## src/rtl/lsu_pkg.sv

```systemverilog
`default_nettype none
// +----------------------------------------------------------------------+
// | Module      : lsu_pkg                                                |
// | Description : Shared types and constants for the load/store unit:    |
// |               FSM state codes, funct3 access encodings, byte-enable  |
// |               base patterns and funct3 decode helpers.               |
// | Revision    : 1.0 - initial release                                  |
// +----------------------------------------------------------------------+
package lsu_pkg;

  // FSM state encoding
  typedef logic [1:0] state_t;
  localparam state_t ST_IDLE = 2'd0;
  localparam state_t ST_REQ  = 2'd1;
  localparam state_t ST_WAIT = 2'd2;

  // funct3 access encodings (size and signedness)
  localparam logic [2:0] F3_B  = 3'b000;
  localparam logic [2:0] F3_H  = 3'b001;
  localparam logic [2:0] F3_W  = 3'b010;
  localparam logic [2:0] F3_BU = 3'b100;
  localparam logic [2:0] F3_HU = 3'b101;

  // Access size after funct3 decode
  typedef enum logic [1:0] {
    SZ_B = 2'd0,
    SZ_H = 2'd1,
    SZ_W = 2'd2
  } size_e;

  // Byte-enable patterns for lane offset 0
  localparam logic [3:0] BE_B = 4'b0001;
  localparam logic [3:0] BE_H = 4'b0011;
  localparam logic [3:0] BE_W = 4'b1111;

  // Unlisted funct3 codes (011/110/111) fall through to a word access
  function automatic size_e f3_size(input logic [2:0] f3);
    case (f3)
      F3_B, F3_BU: return SZ_B;
      F3_H, F3_HU: return SZ_H;
      default:     return SZ_W;
    endcase
  endfunction

  function automatic logic f3_unsigned(input logic [2:0] f3);
    return (f3 == F3_BU) || (f3 == F3_HU);
  endfunction

endpackage
`default_nettype wire

```

## src/rtl/lsu_align.sv

```systemverilog
`default_nettype none
// +----------------------------------------------------------------------+
// | Module      : lsu_align                                              |
// | Description : Combinational lane steering. Builds byte enables and   |
// |               lane-replicated store data, and right-aligns and       |
// |               sign/zero-extends the loaded word.                     |
// | Revision    : 1.0 - initial release                                  |
// +----------------------------------------------------------------------+
module lsu_align
  import lsu_pkg::*;
(
  input  size_e       i_size,
  input  logic [1:0]  i_offset,
  input  logic        i_unsigned,
  input  logic [31:0] i_wdata,
  input  logic [31:0] i_rdata,
  output logic [3:0]  o_be,
  output logic [31:0] o_wdata,
  output logic [31:0] o_load_data
);

  logic [31:0] w_shift;

  // Little-endian: the addressed byte moves down to lane 0
  assign w_shift = i_rdata >> {i_offset, 3'b000};

  // Per-size byte enables, store replication and load extension
  always_comb begin
    o_be        = BE_W;
    o_wdata     = i_wdata;
    o_load_data = w_shift;
    case (i_size)
      SZ_B: begin
        o_be        = BE_B << i_offset;
        o_wdata     = {4{i_wdata[7:0]}};
        o_load_data = i_unsigned ? {24'b0, w_shift[7:0]}
                                 : {{24{w_shift[7]}}, w_shift[7:0]};
      end
      SZ_H: begin
        o_be        = BE_H << i_offset;
        o_wdata     = {2{i_wdata[15:0]}};
        o_load_data = i_unsigned ? {16'b0, w_shift[15:0]}
                                 : {{16{w_shift[15]}}, w_shift[15:0]};
      end
      default: begin
        o_be        = BE_W;
        o_wdata     = i_wdata;
        o_load_data = w_shift;
      end
    endcase
  end

endmodule
`default_nettype wire

```

## src/rtl/load_store_unit.sv

```systemverilog
`default_nettype none
// +----------------------------------------------------------------------+
// | Module      : load_store_unit                                        |
// | Description : Multi-cycle data-memory access unit. Accepts one       |
// |               access at a time from the datapath, runs it over a     |
// |               req/gnt/rvalid memory port and returns the extended    |
// |               load value with a single-cycle response pulse.         |
// |               Build option LSU_MISALIGN_CHECK_EN: when defined,      |
// |               misaligned H/W accesses are rejected with misalign_o;  |
// |               when undefined the address is truncated to natural     |
// |               alignment and the access proceeds.                     |
// | Revision    : 1.0 - initial release                                  |
// +----------------------------------------------------------------------+
module load_store_unit
  import lsu_pkg::*;
#(
  parameter int ADDR_WIDTH = 32,
  parameter int DATA_WIDTH = 32
) (
  input  logic                  clk_i,
  input  logic                  rst_ni,
  input  logic                  req_valid_i,
  output logic                  req_ready_o,
  input  logic                  we_i,
  input  logic [2:0]            funct3_i,
  input  logic [ADDR_WIDTH-1:0] addr_i,
  input  logic [DATA_WIDTH-1:0] wdata_i,
  output logic                  rsp_valid_o,
  output logic [DATA_WIDTH-1:0] rdata_o,
  output logic                  misalign_o,
  output logic                  mem_req_o,
  output logic                  mem_we_o,
  output logic [ADDR_WIDTH-1:0] mem_addr_o,
  output logic [3:0]            mem_be_o,
  output logic [DATA_WIDTH-1:0] mem_wdata_o,
  input  logic                  mem_gnt_i,
  input  logic                  mem_rvalid_i,
  input  logic [DATA_WIDTH-1:0] mem_rdata_i
);

  state_t                r_state;
  logic                  r_we;
  logic [2:0]            r_f3;
  logic [ADDR_WIDTH-1:0] r_addr;
  logic [DATA_WIDTH-1:0] r_wdata;
  logic                  r_rsp_valid;
  logic                  r_misalign;
  logic [DATA_WIDTH-1:0] r_rdata;

  size_e                 w_in_size;
  logic                  w_misaligned;
  logic [ADDR_WIDTH-1:0] w_addr_in;
  logic [3:0]            w_be;
  logic [31:0]           w_mem_wdata;
  logic [31:0]           w_load_data;

  assign w_in_size = f3_size(funct3_i);

`ifdef LSU_MISALIGN_CHECK_EN
  // Reject halfwords on odd addresses and words off a 4-byte boundary
  always_comb begin
    w_addr_in    = addr_i;
    w_misaligned = ((w_in_size == SZ_H) && addr_i[0]) ||
                   ((w_in_size == SZ_W) && (addr_i[1:0] != 2'b00));
  end
`else
  // No rejection: drop the offending low address bits instead
  always_comb begin
    w_misaligned = 1'b0;
    w_addr_in    = addr_i;
    case (w_in_size)
      SZ_H:    w_addr_in[0]   = 1'b0;
      SZ_W:    w_addr_in[1:0] = 2'b00;
      default: w_addr_in      = addr_i;
    endcase
  end
`endif

  lsu_align u_align (
    .i_size      (f3_size(r_f3)),
    .i_offset    (r_addr[1:0]),
    .i_unsigned  (f3_unsigned(r_f3)),
    .i_wdata     (r_wdata),
    .i_rdata     (mem_rdata_i),
    .o_be        (w_be),
    .o_wdata     (w_mem_wdata),
    .o_load_data (w_load_data)
  );

  // Request capture, memory handshake sequencing and response registering
  always_ff @(posedge clk_i or negedge rst_ni) begin
    if (!rst_ni) begin
      r_state     <= ST_IDLE;
      r_we        <= 1'b0;
      r_f3        <= 3'b000;
      r_addr      <= '0;
      r_wdata     <= '0;
      r_rsp_valid <= 1'b0;
      r_misalign  <= 1'b0;
      r_rdata     <= '0;
    end else begin
      r_rsp_valid <= 1'b0;
      r_misalign  <= 1'b0;
      case (r_state)
        ST_IDLE: begin
          if (req_valid_i) begin
            r_we    <= we_i;
            r_f3    <= funct3_i;
            r_addr  <= w_addr_in;
            r_wdata <= wdata_i;
            if (w_misaligned) begin
              // Answer directly; the unit stays ready for the next access
              r_rsp_valid <= 1'b1;
              r_misalign  <= 1'b1;
              r_rdata     <= '0;
            end else begin
              r_state <= ST_REQ;
            end
          end
        end
        ST_REQ: begin
          if (mem_gnt_i) r_state <= ST_WAIT;
        end
        ST_WAIT: begin
          if (mem_rvalid_i) begin
            r_rsp_valid <= 1'b1;
            r_rdata     <= r_we ? '0 : w_load_data;
            r_state     <= ST_IDLE;
          end
        end
        default: r_state <= ST_IDLE;
      endcase
    end
  end

  assign req_ready_o = (r_state == ST_IDLE);
  assign mem_req_o   = (r_state == ST_REQ);
  assign mem_we_o    = mem_req_o & r_we;
  assign mem_be_o    = mem_req_o ? w_be : 4'b0000;
  assign mem_addr_o  = {r_addr[ADDR_WIDTH-1:2], 2'b00};
  assign mem_wdata_o = w_mem_wdata;
  assign rsp_valid_o = r_rsp_valid;
  assign misalign_o  = r_misalign;
  assign rdata_o     = r_rdata;

endmodule
`default_nettype wire
```

## config.mk

```make
export PLATFORM = sky130hd
export DESIGN_NAME = load_store_unit
export DESIGN_NICKNAME = d
export VERILOG_FILES = /design/src/rtl/lsu_pkg.sv /design/src/rtl/lsu_align.sv /design/src/rtl/load_store_unit.sv
export SDC_FILE = /design/constraint.sdc
export NUM_CORES = 1
export LEC_CHECK = 0
export CAP_MARGIN = 20
export CORE_MARGIN = 10
export CORE_UTILIZATION = 30
export DETAILED_ROUTE_END_ITERATION = 8
export PLACE_DENSITY = 0.6
export SLEW_MARGIN = 40
export SYNTH_ARGS = -nofsm -noshare
export SYNTH_HDL_FRONTEND = slang
export SYNTH_SLANG_ARGS = --single-unit
```

## constraint.sdc

```tcl
create_clock -name clk_i -period 1.9 [get_ports clk_i]
set_clock_uncertainty 0.1 [all_clocks]
set_input_delay 0.38 -clock clk_i [delete_from_list [all_inputs] [get_ports clk_i]]
set_output_delay 0.38 -clock clk_i [all_outputs]
set_load 0.03 [all_outputs]
```

==> qor.csv <==
metric,value,unit
Worst Path Arrival,1600,ps
grt ovf,0,
#FFs+latches synth,103,
Leakage,0.003943,uW
vias,4124,
Clock transition at path regs,70,ps
chip height,151.4,um
r2r setup slk,50,ps
violated checks,setup timing,
min cycle time layout,2079,ps
largest fanout on the critical path,8,
"leading cell type in the layout, fill and taps excluded",clkdlybuf4s50_1,
sequential area share after synthesis,49.78,%
CP Buf/Inv Count,3,
core box area,16760,um^2
RePlAce Congestion,0.8475,
vias per inst,4.670,
CTS root buf,clkbuf_16,
Rel. slew slack,64.76,%
"commonest non-fill, non-tap cells in the layout","clkdlybuf4s50_1, dfrtp_1, mux2_1",
drt drc,0,
outcome,finished with violations,
CP Data Required Time,1420,ps
Nets,761,
max-slew violations,0,
peak supply drop,0.001176,V
crit path kind,register to output port,
synth unique cells,39,
Max H-tree Level,3,
vias in the first global route,4467,
Wirelength per Cell,19.19,um
antenna violations before repair,2,
Hold WC Path Type,register to register,
Max clock buf depth,2,
Clock Latency Late Sink,350,ps
drt first-iter violations,151,
"antenna viol nets, final",0,
first-pass GRT wire length,25440,um
r2r startpoint,r_f3[1],
setup violators final,26,
Syn Area/Cell,11.58,um^2
Yosys warning count,0,
dominant delay contributor by cell family on the critical path,flip-flops,
Main synth FF type,dfrtp_1,
cell area after synthesis,5177,um^2
Worst-Margin Slew,524.7,ps
CTS tree,done,
DR pass1 iterations,5,
RR Endpoint,rdata_o[31],
Peak Freq,480.9,MHz
layout cell share with drive strength beyond 1,27.53,%
final worst path period share,109.4,%
CTS Buf Count,9,
nature of the critical path startpoint,register,
PD cells,1850,nW/um^2
PortBufs,206,
Hold Path End,r_addr[13],
max_cap viols,0,
cell chain of the critical path,buf_12 -> or2_4 -> buf_12 -> nand2_2 -> nand2_2 -> buf_12,
element type at the critical path end,output port,
hold path cells,1,
hold_sp,r_addr[13],
I/O Pins,210,
Worst Hold Margin,380.8,ps
Mapped Cells,447,
RSZ-0062 raised after global routing,true,
clk sink count,103,
Final WS setup,-179.2,ps
hpwl dp,12750,um
Initial Utilization,30.89,%
largest net degree at the start of global routing,42,
FP Rows,47,
Post-synth EDFFs,0,
Final Hold Fails,0,
Die X,151.4,um
Post-Route WL,16950,um
CP max stage delay,430,ps
P&R area growth vs syn,61.14,%
worst r2r path cells,7,
Setup WS pre-CTS,-356.1,ps
Critical-path top delay cell,dfrtp_2,
"Top cell by count, worst path",buf_12,
fraction of registers with async set/reset,100.0,%
gr usage total,14.30,%
Die Area,22910,um^2
## power by group
group	switching (uW)	internal, uW
clock network	873	908
registers	626	3180
logic	5360	4490
## cell families after synthesis
logic type      synth area share, %
flops                         49.78
buf+inv                       9.256
compound gates                9.618
other cells                 0.07243
simple gates                  8.217
mux                           22.89
xor+xnor                     0.1692
## through the flow
stage | power [uW] | util [%] | cells | TNS, ps | instance area (um^2)
after floorplan | 9283 | - | 449 | 0 | 5196
after global routing | 16340 | 49.76 | 882 | -4483 | 8341
after global placement | 12440 | 44.45 | 845 | -3870 | 7450
after CTS | 15000 | 47.58 | 876 | -4832 | 7975
after detailed placement | 12570 | 44.45 | 845 | -6311 | 7450
final | 15440 | 49.78 | 883 | -3243 | 8343
## what timing repair did
action                                  in CTS  in global routing
hold buffers                                 1                  0
buffers inserted                            13                  7
endpoints found under the setup margin      52                 79
endpoints found under the hold margin       28                  0
gates resized for setup                     99                 91
gates cloned                                 1                  0
pin swaps                                    4                 17
## cell usage after synthesis (3+ instances only)
cell type  count  share of area [%]
a221o_1       16                3.1
inv_2          4               0.29
o21ai_0        7               0.68
a21oi_1       18                1.7
nand3b_1       9                1.3
dfrtp_1      103                 50
buf_6          3               0.65
buf_2         16                1.5
o21ai_1       27                2.6
mux2_2        10                2.2
nor2_1        16                1.2
mux2i_1       22                4.3
buf_4         41                5.9
nand2_1       49                3.6
mux2_1        71                 15
clkbuf_1       7               0.51
## per-layer routing
layer	track usage [%]	part of all wire (%)	vias to the layer above
li1	-	-	1956
met1	16.98	41	2004
met2	23.65	50	150
met3	4.893	8.2	14
met4	4.812	1.2	0
met5	0	0	-
## sequential cells by signal, summed over array words and instances, names as in the netlist
register and count:
r_wdata 32, r_we 1, r_addr 32, r_state 2, rsp_valid_o 1, rdata_o 32
r_f3 3
## how the worst max path moves through the flow
| stage | startpoint | end | slack (ps) | cells after the start |
|---|---|---|---|---|
| 5_1_grt | r_f3[1] | mem_wdata_o[15] | -220 | 6 |
| 2_1_floorplan | r_addr[1] | mem_be_o[1] | 10 | 6 |
| 3_3_place_gp | mem_rvalid_i | rdata_o[28] | -220 | 5 |
| 4_1_cts | r_f3[1] | mem_wdata_o[14] | -190 | 6 |
| 6_report | r_f3[1] | mem_wdata_o[14] | -180 | 6 |
| 3_5_place_dp | mem_rvalid_i | rdata_o[31] | -360 | 5 |
## area by class of cell
| type | instances | area, um^2 |
|---|---|---|
| diodes | 2 | 5.005 |
| clock buffers | 9 | 225.2 |
| clock inverters | 7 | 56.30 |
| fillers | 1506 | 8417 |
| inverters | 5 | 28.78 |
| multi-input cells | 271 | 2379 |
| flip-flops and latches | 103 | 2581 |
| well taps | 220 | 275.3 |
| repair buffers | 266 | 2793 |
(Power assumes the default switching activity.)
